**src/rtl/hazard_unit.sv**
```systemverilog
// Hazard detection and forwarding control for the 5-stage MIPS pipeline.
// Tracks M/W destination state internally and counts stalled decode cycles.
module hazard_unit #(
    parameter int unsigned REG_BITS  = 5,
    parameter int unsigned CNT_WIDTH = 16
) (
    input  logic                 clk,
    input  logic                 reset_n,
    input  logic [REG_BITS-1:0]  Rs_D,
    input  logic [REG_BITS-1:0]  Rt_D,
    input  logic                 Branch_D,
    input  logic [REG_BITS-1:0]  Rs_E,
    input  logic [REG_BITS-1:0]  Rt_E,
    input  logic [REG_BITS-1:0]  WriteReg_E,
    input  logic                 RegWrite_E,
    input  logic                 MemtoReg_E,
    output logic                 Stall_F,
    output logic                 Stall_D,
    output logic                 Flush_E,
    output logic [1:0]           ForwardA_E,
    output logic [1:0]           ForwardB_E,
    output logic                 ForwardA_D,
    output logic                 ForwardB_D,
    output logic [CNT_WIDTH-1:0] StallCount
);

    localparam logic [REG_BITS-1:0]  ZERO_REG = '0;
    localparam logic [CNT_WIDTH-1:0] CNT_MAX  = '1;
    localparam logic [1:0] FWD_RF  = 2'b00;
    localparam logic [1:0] FWD_WB  = 2'b01;
    localparam logic [1:0] FWD_MEM = 2'b10;

    logic                reg_write_m;
    logic                mem_to_reg_m;
    logic [REG_BITS-1:0] write_reg_m;
    logic                reg_write_w;
    logic [REG_BITS-1:0] write_reg_w;

    logic lw_stall;
    logic br_stall;
    logic stall;

    // M/W scoreboard; E is already a bubble after a flush, so capture is unconditional
    always_ff @(posedge clk or negedge reset_n) begin
        if (!reset_n) begin
            reg_write_m  <= 1'b0;
            mem_to_reg_m <= 1'b0;
            write_reg_m  <= '0;
            reg_write_w  <= 1'b0;
            write_reg_w  <= '0;
        end else begin
            reg_write_m  <= RegWrite_E;
            mem_to_reg_m <= MemtoReg_E;
            write_reg_m  <= WriteReg_E;
            reg_write_w  <= reg_write_m;
            write_reg_w  <= write_reg_m;
        end
    end

    // EX forward selects, M stage wins over W stage
    always_comb begin
        ForwardA_E = FWD_RF;
        ForwardB_E = FWD_RF;
        if (Rs_E != ZERO_REG && reg_write_m && write_reg_m == Rs_E)
            ForwardA_E = FWD_MEM;
        else if (Rs_E != ZERO_REG && reg_write_w && write_reg_w == Rs_E)
            ForwardA_E = FWD_WB;
        if (Rt_E != ZERO_REG && reg_write_m && write_reg_m == Rt_E)
            ForwardB_E = FWD_MEM;
        else if (Rt_E != ZERO_REG && reg_write_w && write_reg_w == Rt_E)
            ForwardB_E = FWD_WB;
    end

    assign ForwardA_D = (Rs_D != ZERO_REG) && reg_write_m && (write_reg_m == Rs_D);
    assign ForwardB_D = (Rt_D != ZERO_REG) && reg_write_m && (write_reg_m == Rt_D);

    // Load-use and branch-compare hazards; both collapse into one stall
    always_comb begin
        lw_stall = MemtoReg_E && (WriteReg_E != ZERO_REG) &&
                   ((WriteReg_E == Rs_D) || (WriteReg_E == Rt_D));
        br_stall = Branch_D && (
                   (RegWrite_E && (WriteReg_E != ZERO_REG) &&
                    ((WriteReg_E == Rs_D) || (WriteReg_E == Rt_D))) ||
                   (mem_to_reg_m && (write_reg_m != ZERO_REG) &&
                    ((write_reg_m == Rs_D) || (write_reg_m == Rt_D))));
        stall    = lw_stall | br_stall;
    end

    assign Stall_F = stall;
    assign Stall_D = stall;
    assign Flush_E = stall;

    // Saturating count of stalled decode cycles
    always_ff @(posedge clk or negedge reset_n) begin
        if (!reset_n)
            StallCount <= '0;
        else if (stall && StallCount != CNT_MAX)
            StallCount <= StallCount + CNT_WIDTH'(1);
    end

endmodule

```
**config.mk**
```make
export PLATFORM = sky130hd
export DESIGN_NAME = hazard_unit
export DESIGN_NICKNAME = d
export VERILOG_FILES = /design/src/rtl/hazard_unit.sv
export SDC_FILE = /design/constraint.sdc
export NUM_CORES = 1
export LEC_CHECK = 0
export ABC_AREA = 1
export CORE_AREA = 2 2 66 68
export CTS_BUF_LIST = sky130_fd_sc_hd__clkbuf_8
export DETAILED_ROUTE_END_ITERATION = 10
export DIE_AREA = 0 0 68 70
export PLACE_DENSITY = 0.91
export RECOVER_POWER = 100
export SETUP_SLACK_MARGIN = 0.5
export SYNTH_ARGS = -nofsm -noshare
export SYNTH_HDL_FRONTEND = slang
export SYNTH_SLANG_ARGS = --single-unit
```
**constraint.sdc**
```tcl
create_clock -name clk -period 4.5 [get_ports clk]
set_clock_uncertainty 0.05 [all_clocks]
set_input_delay 0.45 -clock clk [delete_from_list [all_inputs] [get_ports clk]]
set_output_delay 0.45 -clock clk [all_outputs]
set_load 0.02 [all_outputs]
```
==> results.toml, run 1 <==
[sta]
tns_ns = 0
slew_violations = 30
rsz0062_at_grt = "no"
hold_violations = 0
finalWorstSetupSlack_ns = 1.00
max_freq_mhz = 286
setup_viol = 0
fin_crit_sh_pct = 77.7
worstMarginPinSlew_ns = 1.58
max-slew-margin-rel_pct = -5.41
period_minus_slack_ns = 3.50

[synth]
ys_warn_count = 0
ys_ff_latch = 29
syn_nets = 338
synth_ff_type = "dfrtp_1"
yosysSeqAreaShare_pct = 35.3
ys_async_sr_fraction_pct = 100
ys_types = 26
netlist_instances = 307
synth.avg_cell_area_sq_um = 6.69
syn_area_sq_mm = 0.00205
synth_edf_count = 0

[global_routing]
grt_max_degree = 30
antenna_found_initial = 0
grt_overflow = 0
grt_pass1_vias = 2090
track_usage_pct = 25.4
grt_pass1_wl_mm = 9.23

[critical_path]
critPathKind = "input pin to output port"
timing.rr.start = "write_reg_m[0]$_DFF_PN0_"
critPathCapture = "Flush_E"
r2r_setup_slack_ns = 2.00
r2r_cells = 11
reg2reg_to = "StallCount[4]$_DFFE_PN0P_"
path_max_fanout = 25
cp.arrival_ns = 3.00
startpoint_type = "input pin"
worstPathRequired_ns = 4.00
endpoint_kind = "output port"
critPathLaunch = "WriteReg_E[4]"

[floorplan]
core-area_sq_mm = 0.00414
die_w_microns = 68
start_util_pct = 49.6
die-area_sq_mm = 0.00476
ios = 55
die_h_microns = 70
num_rows = 24

[finish]
finish.utilization_pct = 65.5
nets = 393
fillers = 373
regArea_sq_um = 726
antennaDiodeCount = 0
design_area_sq_mm = 0.00272
drive_above_1_share_pct = 4.96
multi_input_area_sq_mm = 0.00109
syn_to_final_growth_pct = 32.2

[placed_design]
hpwlAfterDp_mm = 4.07
gp_congestion = 0.947
place_area_sq_mm = 0.00261
place_ws_ns = 1.51
portBuffers = 54

[cts]
cts-root-buf = "clkbuf_8"
ctsHoldBuffers = 0
path_clk_slew_ns = 0.06
cts_inserted_buffers = 5
cts_tree = "built"
clock_sinks = 29
clock_path_buffers = 2
htree_levels = 2
clock_latency_ns = 0.29
cts_setup_buffers = 0
ctsResizeCount = 0

[drt]
dr.first_iter.drc_count = 186
drt-vias-per-instance = 5.31
antenna_left = 0
drc = 0
wl_per_cell_microns = 13.5
totalWireLength_mm = 5.58
drtPass1Iterations = 5
vias = 2205

[status]
violations = "capacitance limit, slew limit"
status = "complete, but fails checks"

[min_path]
min_path_cells = 0
hold_path_class = "register to register"

[pwr]
power.leakage_nw = 1.45
p_per_area_mw_per_mm2 = 286
irDropWorstVdd_mv = 0.210

[run]
drv_cap = 1
## per-layer routing
layer | global-route usage (%) | wire length (microns) | vias to the layer above
met5 | 0 | 0 | -
met1 | 32.5 | 2330 | 1025
met3 | 4.83 | 420 | 10
met4 | 11.3 | 57 | 0
met2 | 40.8 | 2770 | 99
li1 | - | - | 1071
## final cells by class
cell class | instances | share of cell area (%)
inverters | 44 | 6.08
repair buffers | 55 | 20.0
flip-flops and latches | 29 | 26.7
clock inverters | 2 | 1.38
well taps | 52 | 2.40
multi-input cells | 227 | 40.3
clock buffers | 6 | 3.04
## worst max-delay path, cell delays in order
cell           delay [ns]
dlygate4sd3_1        0.64
inv_1                0.09
nand2_1              0.07
nand2_1              0.06
nor2_1               0.15
nand3_1              0.09
nand2_1              0.07
nand2_1              0.05
nand2_1              0.54
dlygate4sd3_1        0.78
## report_power, final
part           internal (W)  total [W]  switching [W]
registers          0.000281   0.000309      0.0000275
clock network      0.000180   0.000285       0.000105
logic             0.0000807   0.000183       0.000103
total              0.000542   0.000777       0.000235
## logic make-up after synthesis
group                      synth area share (%)
adders and majority gates                 0.609
AOI/OAI and AO/OA                          4.26
buffers and inverters                      10.9
xor gates and xnor gates                   8.95
and+or+nand+nor                            40.0
DFF                                        35.3
## worst min path at each step
stage | from | to | slack (ns)
after floorplan | reset_n | StallCount[0]$_DFFE_PN0P_ | 0.10
after global placement | reg_write_m$_DFF_PN0_ | reg_write_w$_DFF_PN0_ | 0.34
after detailed placement | reg_write_m$_DFF_PN0_ | reg_write_w$_DFF_PN0_ | 0.34
after CTS | reg_write_m$_DFF_PN0_ | reg_write_w$_DFF_PN0_ | 0.35
after global routing | reg_write_m$_DFF_PN0_ | reg_write_w$_DFF_PN0_ | 0.37
final | reg_write_m$_DFF_PN0_ | reg_write_w$_DFF_PN0_ | 0.35
## cell usage in the layout (no fill, tap or decap), types with 2 or more instances in the layout
| cell type | instances |
|---|---|
| nand3_1 | 31 |
| clkdlybuf4s50_1 | 21 |
| nand2_1 | 113 |
| o22ai_1 | 2 |
| xnor2_1 | 9 |
| clkbuf_8 | 6 |
| nor4_1 | 5 |
| xor2_1 | 12 |
| nor3_1 | 11 |
| nor2_1 | 25 |
| a211oi_1 | 2 |
| inv_2 | 4 |
| a21oi_1 | 2 |
| nand2_2 | 3 |
| dfrtp_1 | 29 |
| o21ai_0 | 5 |
| dlygate4sd3_1 | 33 |
| inv_1 | 40 |
## stage by stage
stage	power, W	cells	hold WS, ns
finish	0.000777	415	0.353
global route	0.000818	415	0.372
CTS	0.000793	415	0.351
detailed placement	0.000504	407	0.336
global placement	0.000497	407	0.336
floorplan	0.000413	307	0.104
## registers in the layout (all words and copies together) (netlist names)
register and cells:
reg_write_w 1, StallCount 16, mem_to_reg_m 1, write_reg_w 5, write_reg_m 5, reg_write_m 1
## cell usage after synthesis, types with 4 or more instances
cell type,number,share of area (%)
inv_1,40,7.3
nand2_1,111,20
o21ai_0,5,1.2
nor2_1,25,4.6
nand3_1,31,7.6
nor3_1,11,2.7
nand2_2,4,1.2
nor4_1,5,1.5
inv_2,4,0.73
dfrtp_1,29,35
xor2_1,12,5.1
xnor2_1,9,3.8
No activity file was read; power rests on OpenSTA's default activity.
==> inputs of run 2 (changes only) <==
Settings changed: CORE_AREA 2 2 66 68 to 2 2 71 73, DIE_AREA 0 0 68 70 to 0 0 73 75, PLACE_DENSITY 0.91 to 0.83.
Clock period 4.5 ns to 3.19 ns, I/O delays scaled along.
==> results.toml, run 2 (same netlist as run 1, synthesis figures left out) <==
[drt]
top_layer = "met4"
drtPass1Iterations = 4
wl_per_cell_microns = 12.8
drt-vias-per-instance = 5.01
m1WireLength_mm = 2.19
met3_wirelength_microns = 314
vias = 2090
dr.first_iter.drc_count = 113
dr_wl_met2_mm = 2.74
totalWireLength_mm = 5.33
antenna_left = 0
drc = 0

[cts]
htree_levels = 2
cts_tree = "built"
path_clk_slew_ns = 0.07
clock_sinks = 29
cts_inserted_buffers = 5
clock_path_buffers = 2
cts_setup_buffers = 0
clock_latency_ns = 0.28
cts-root-buf = "clkbuf_8"

[critical_path]
worstPathRequired_ns = 2.82
r2r_setup_slack_ns = 1.19
critPathKind = "input pin to output port"
endpoint_kind = "output port"
path_max_fanout = 4
cp.arrival_ns = 2.20
startpoint_type = "input pin"

[floorplan]
ios = 55
core-area_sq_mm = 0.00466
die_w_microns = 73
die-area_sq_mm = 0.00548
start_util_pct = 44.1
die_h_microns = 75
num_rows = 25

[sta]
rsz0062_at_grt = "no"
period_minus_slack_ns = 2.57
setup_viol = 0
slew_violations = 30
fin_crit_sh_pct = 80.5
tns_ns = 0
worstMarginPinSlew_ns = 1.59
max_freq_mhz = 389
hold_violations = 0
max-slew-margin-rel_pct = -6.24

[finish]
fillers = 432
design_area_sq_mm = 0.00274
syn_to_final_growth_pct = 33.1
drive_above_1_share_pct = 5.23
final_cell_mix = "112 x nand2_1, 40 x inv_1, 31 x nand3_1, 30 x dlygate4sd3_1, 29 x dfrtp_1"
regArea_sq_um = 726
reg_top3 = "StallCount: 16 flops, write_reg_m: 5 flops, write_reg_w: 5 flops"
multi_input_area_sq_mm = 0.00110
largest_reg_flops = 16
largest_register = "StallCount"
antennaDiodeCount = 0
layout.cells.non_filler = 417
layout_commonest_cell = "nand2_1"
nets = 393

[global_routing]
antenna_found_initial = 0
grt_overflow = 0
track_usage_pct = 20.5
grt_pass1_vias = 1988
grt_pass1_wl_mm = 8.69
grt_max_degree = 30

[status]
status = "complete, but fails checks"
violations = "capacitance limit, slew limit"

[placed_design]
gp_congestion = 0.873
portBuffers = 54
hpwlAfterDp_mm = 3.91
place_area_sq_mm = 0.00261
placed_cells = 409

[min_path]
hold_path_class = "register to register"

[pwr]
p_per_area_mw_per_mm2 = 422
power.leakage_nw = 1.47
irDropWorstVdd_mv = 0.379

[run]
drv_cap = 1
==> run 2: critical path: stages <==
cell and delay, ns:
clkdlybuf4s50_1 0.54, inv_1 0.07, nand2_1 0.06, nand2_1 0.05, nor2_1 0.10, nand3_1 0.10
a311oi_1 0.23, dlygate4sd3_1 0.72
==> run 2: stage by stage <==
step                      util, %  setup slack [ns]  total power [W]  hold WS (ns)
after floorplan                 -              1.29         0.000583       -0.0266
after global placement       56.0             0.524         0.000704         0.342
after detailed placement     56.0             0.499         0.000709         0.359
after CTS                    58.8             0.659          0.00117         0.374
after global routing         58.7             0.502          0.00121         0.393
final                        58.7             0.621          0.00115         0.366
==> run 2: worst paths after layout <==
path | start | end | cells after the start
max | Rs_D[3] | ForwardA_D | 8
min | reg_write_m$_DFF_PN0_ | reg_write_w$_DFF_PN0_ | 0
max reg2reg | write_reg_m[3]$_DFF_PN0_ | StallCount[1]$_DFFE_PN0P_ | 11
min reg2reg | reg_write_m$_DFF_PN0_ | reg_write_w$_DFF_PN0_ | 0
max in group asynchronous | reset_n | StallCount[1]$_DFFE_PN0P_ | 2
min in group asynchronous | reset_n | reg_write_w$_DFF_PN0_ | 2
==> run 2: routing by layer <==
| metal | GRT usage (%) | up-vias |
|---|---|---|
| li1 | - | 1066 |
| met1 | 23.7 | 942 |
| met2 | 37.0 | 72 |
| met3 | 4.02 | 10 |
| met4 | 8.64 | 0 |
| met5 | 0 | - |
==> run 2: timing repair <==
item / CTS / global route
setup endpoints to repair: 3 / 0
resized for setup: 3 / 0
hold buffers: 0 / 0
==> run 2: layout make-up <==
class / count / share of cell area [%]
multi-input combinational: 227 / 40.3
clock buffer: 5 / 2.52
clock inverter: 3 / 2.38
sequential: 29 / 26.5
tap: 54 / 2.47
inverter: 44 / 6.04
timing repair buffer: 55 / 19.8
==> run 2: where the power goes <==
part	switching [W]	internal, W	leakage [nW]
combinational	0.000141	0.000113	1.03
clock	0.000152	0.000310	0.0681
sequential	0.0000403	0.000396	0.370
total	0.000334	0.000820	1.47
==> inputs of run 3 (changes only) <==
Settings changed: CORE_AREA 2 2 71 73 to 2 2 68 70, DIE_AREA 0 0 73 75 to 0 0 70 72, PLACE_DENSITY 0.83 to 0.86.
Clock period 3.19 ns to 2.5 ns, I/O delays scaled along.
==> results.toml, run 3 (same netlist as run 1, synthesis figures left out) <==
[drt]
wl_per_cell_microns = 12.5
drtPass1Iterations = 4
drt-vias-per-instance = 5.02
totalWireLength_mm = 5.22
dr.first_iter.drc_count = 148
antenna_left = 0
vias = 2102
drc = 0

[status]
status = "complete, but fails checks"
violations = "capacitance limit, slew limit"

[floorplan]
start_util_pct = 48.2
die_w_microns = 70
die-area_sq_mm = 0.00504
die_h_microns = 72
num_rows = 24
ios = 55
core-area_sq_mm = 0.00426

[critical_path]
critPathKind = "register to output port"
r2r_cells = 12
worstPathRequired_ns = 2.20
cp.arrival_ns = 1.83
crit_top_cell = "nand2_1"
reg2reg_to = "StallCount[10]$_DFFE_PN0P_"
path_max_fanout = 7
critical_path.top_delay_family = "simple AND/OR/NAND/NOR gates"
endpoint_kind = "output port"
r2r_setup_slack_ns = 0.47
crit_chain = "inv_1, nand2_1, nand2_1, nor2_1, nand3_1, nand2_1, nand2_2, nand2_1, buf_4"
timing.rr.start = "write_reg_m[2]$_DFF_PN0_"
path_buf_inv = 2
startpoint_type = "register"
slowest_delay_ns = 0.52
crit_path_top_delay_cell = "dfrtp_1"

[global_routing]
grt_overflow = 0
track_usage_pct = 21.6
antenna_found_initial = 0
grt_max_degree = 30
grt_pass1_wl_mm = 8.88
grt_pass1_vias = 2030

[cts]
cts-root-buf = "clkbuf_8"
ctsHoldBuffers = 0
clock_latency_ns = 0.28
htree_levels = 2
cts_tree = "built"
clock_sinks = 29
clock_path_buffers = 2
cts_inserted_buffers = 5
path_clk_slew_ns = 0.06

[min_path]
hold_path_class = "input pin to register"
min_path_cells = 1
min_from = "WriteReg_E[4]"
hold_path_end = "write_reg_m[4]$_DFF_PN0_"

[sta]
finalWorstSetupSlack_ns = 0.373
max_freq_mhz = 470
tns_ns = 0
worstMarginPinSlew_ns = 1.50
whs_ns = 0.107
period_minus_slack_ns = 2.13
slew_violations = 29
setup_viol = 0
hold_violations = 0
rsz0062_at_grt = "yes"
max-slew-margin-rel_pct = -0.330
fin_crit_sh_pct = 85.1

[finish]
layout_commonest_cell = "nand2_1"
drive_above_1_share_pct = 8.72
largest_register = "StallCount"
nets = 397
reg_top3 = "StallCount: 16 flops, write_reg_m: 5 flops, write_reg_w: 5 flops"
antennaDiodeCount = 0
final_cell_mix = "112 x nand2_1, 42 x inv_1, 31 x nand3_1, 29 x dfrtp_1, 25 x nor2_1"
syn_to_final_growth_pct = 31.9
largest_reg_flops = 16
finish.utilization_pct = 63.6

[run]
drv_cap = 1

[placed_design]
place_ws_ns = 0.109
gp_congestion = 0.980
portBuffers = 54
hpwlAfterDp_mm = 3.94

[pwr]
p_per_area_mw_per_mm2 = 464
irDropWorstVdd_mv = 0.349
power.leakage_nw = 1.46
[run 3: changes by cell type in the layout (fill, tap and decap cells not counted), moves of 3 or more]
cell	before	now
inv_2	4	1
nor4_2	0	3
dlygate4sd3_1	30	20
clkbuf_1	1	5
nor4_1	5	2
buf_4	0	7
[run 3: area by class of cell]
cell class | instances | area (sq um)
clock buffers | 5 | 68.8
clock inverters | 3 | 17.5
fillers | 378 | 1550
inverters | 44 | 168
multi-input cells | 227 | 1130
flip-flops and latches | 29 | 726
well taps | 52 | 65.1
repair buffers | 59 | 534
[run 3: metal layers]
metal	wire length (microns)	global-route usage (%)
met4	89	9.19
met2	2540	36.0
met1	2360	27.6
met5	0	0
met3	226	4.31
[run 3: metrics by stage]
| step | area [sq um] | power, W | cells |
|---|---|---|---|
| floorplan | 2050 | 0.000744 | 307 |
| detailed placement | 2620 | 0.000906 | 408 |
| global placement | 2620 | 0.000897 | 408 |
| global route | 2710 | 0.00133 | 419 |
| finish | 2710 | 0.00126 | 419 |
| CTS | 2710 | 0.00127 | 416 |
[run 3: power breakdown]
part	switching, W	leakage [nW]	internal, W
Clock	0.000178	0.0439	0.000191
Combinational	0.000188	1.04	0.000148
Sequential	0.0000468	0.370	0.000506
Total	0.000413	1.46	0.000845
[run 3: timing repair]
action                                 4_1_cts  5_1_grt
buffers inserted                             0        3
pin swaps                                    1        3
setup endpoints to repair                    9       20
resized for setup                           39       23
endpoints found under the hold margin        0        0
[run 3: how the worst max path moves through the flow]
stage / slack [ns] / cells after the start / to / from
3_3_place_gp: 0.13 / 10 / Stall_F / WriteReg_E[1]
3_5_place_dp: 0.11 / 10 / Stall_D / Rt_D[4]
2_1_floorplan: 0.67 / 5 / ForwardA_E[0] / write_reg_m[2]$_DFF_PN0_
4_1_cts: 0.48 / 8 / ForwardB_D / Rt_D[3]
6_report: 0.37 / 9 / Stall_D / write_reg_m[2]$_DFF_PN0_
5_1_grt: 0.26 / 7 / ForwardA_D / write_reg_m[2]$_DFF_PN0_
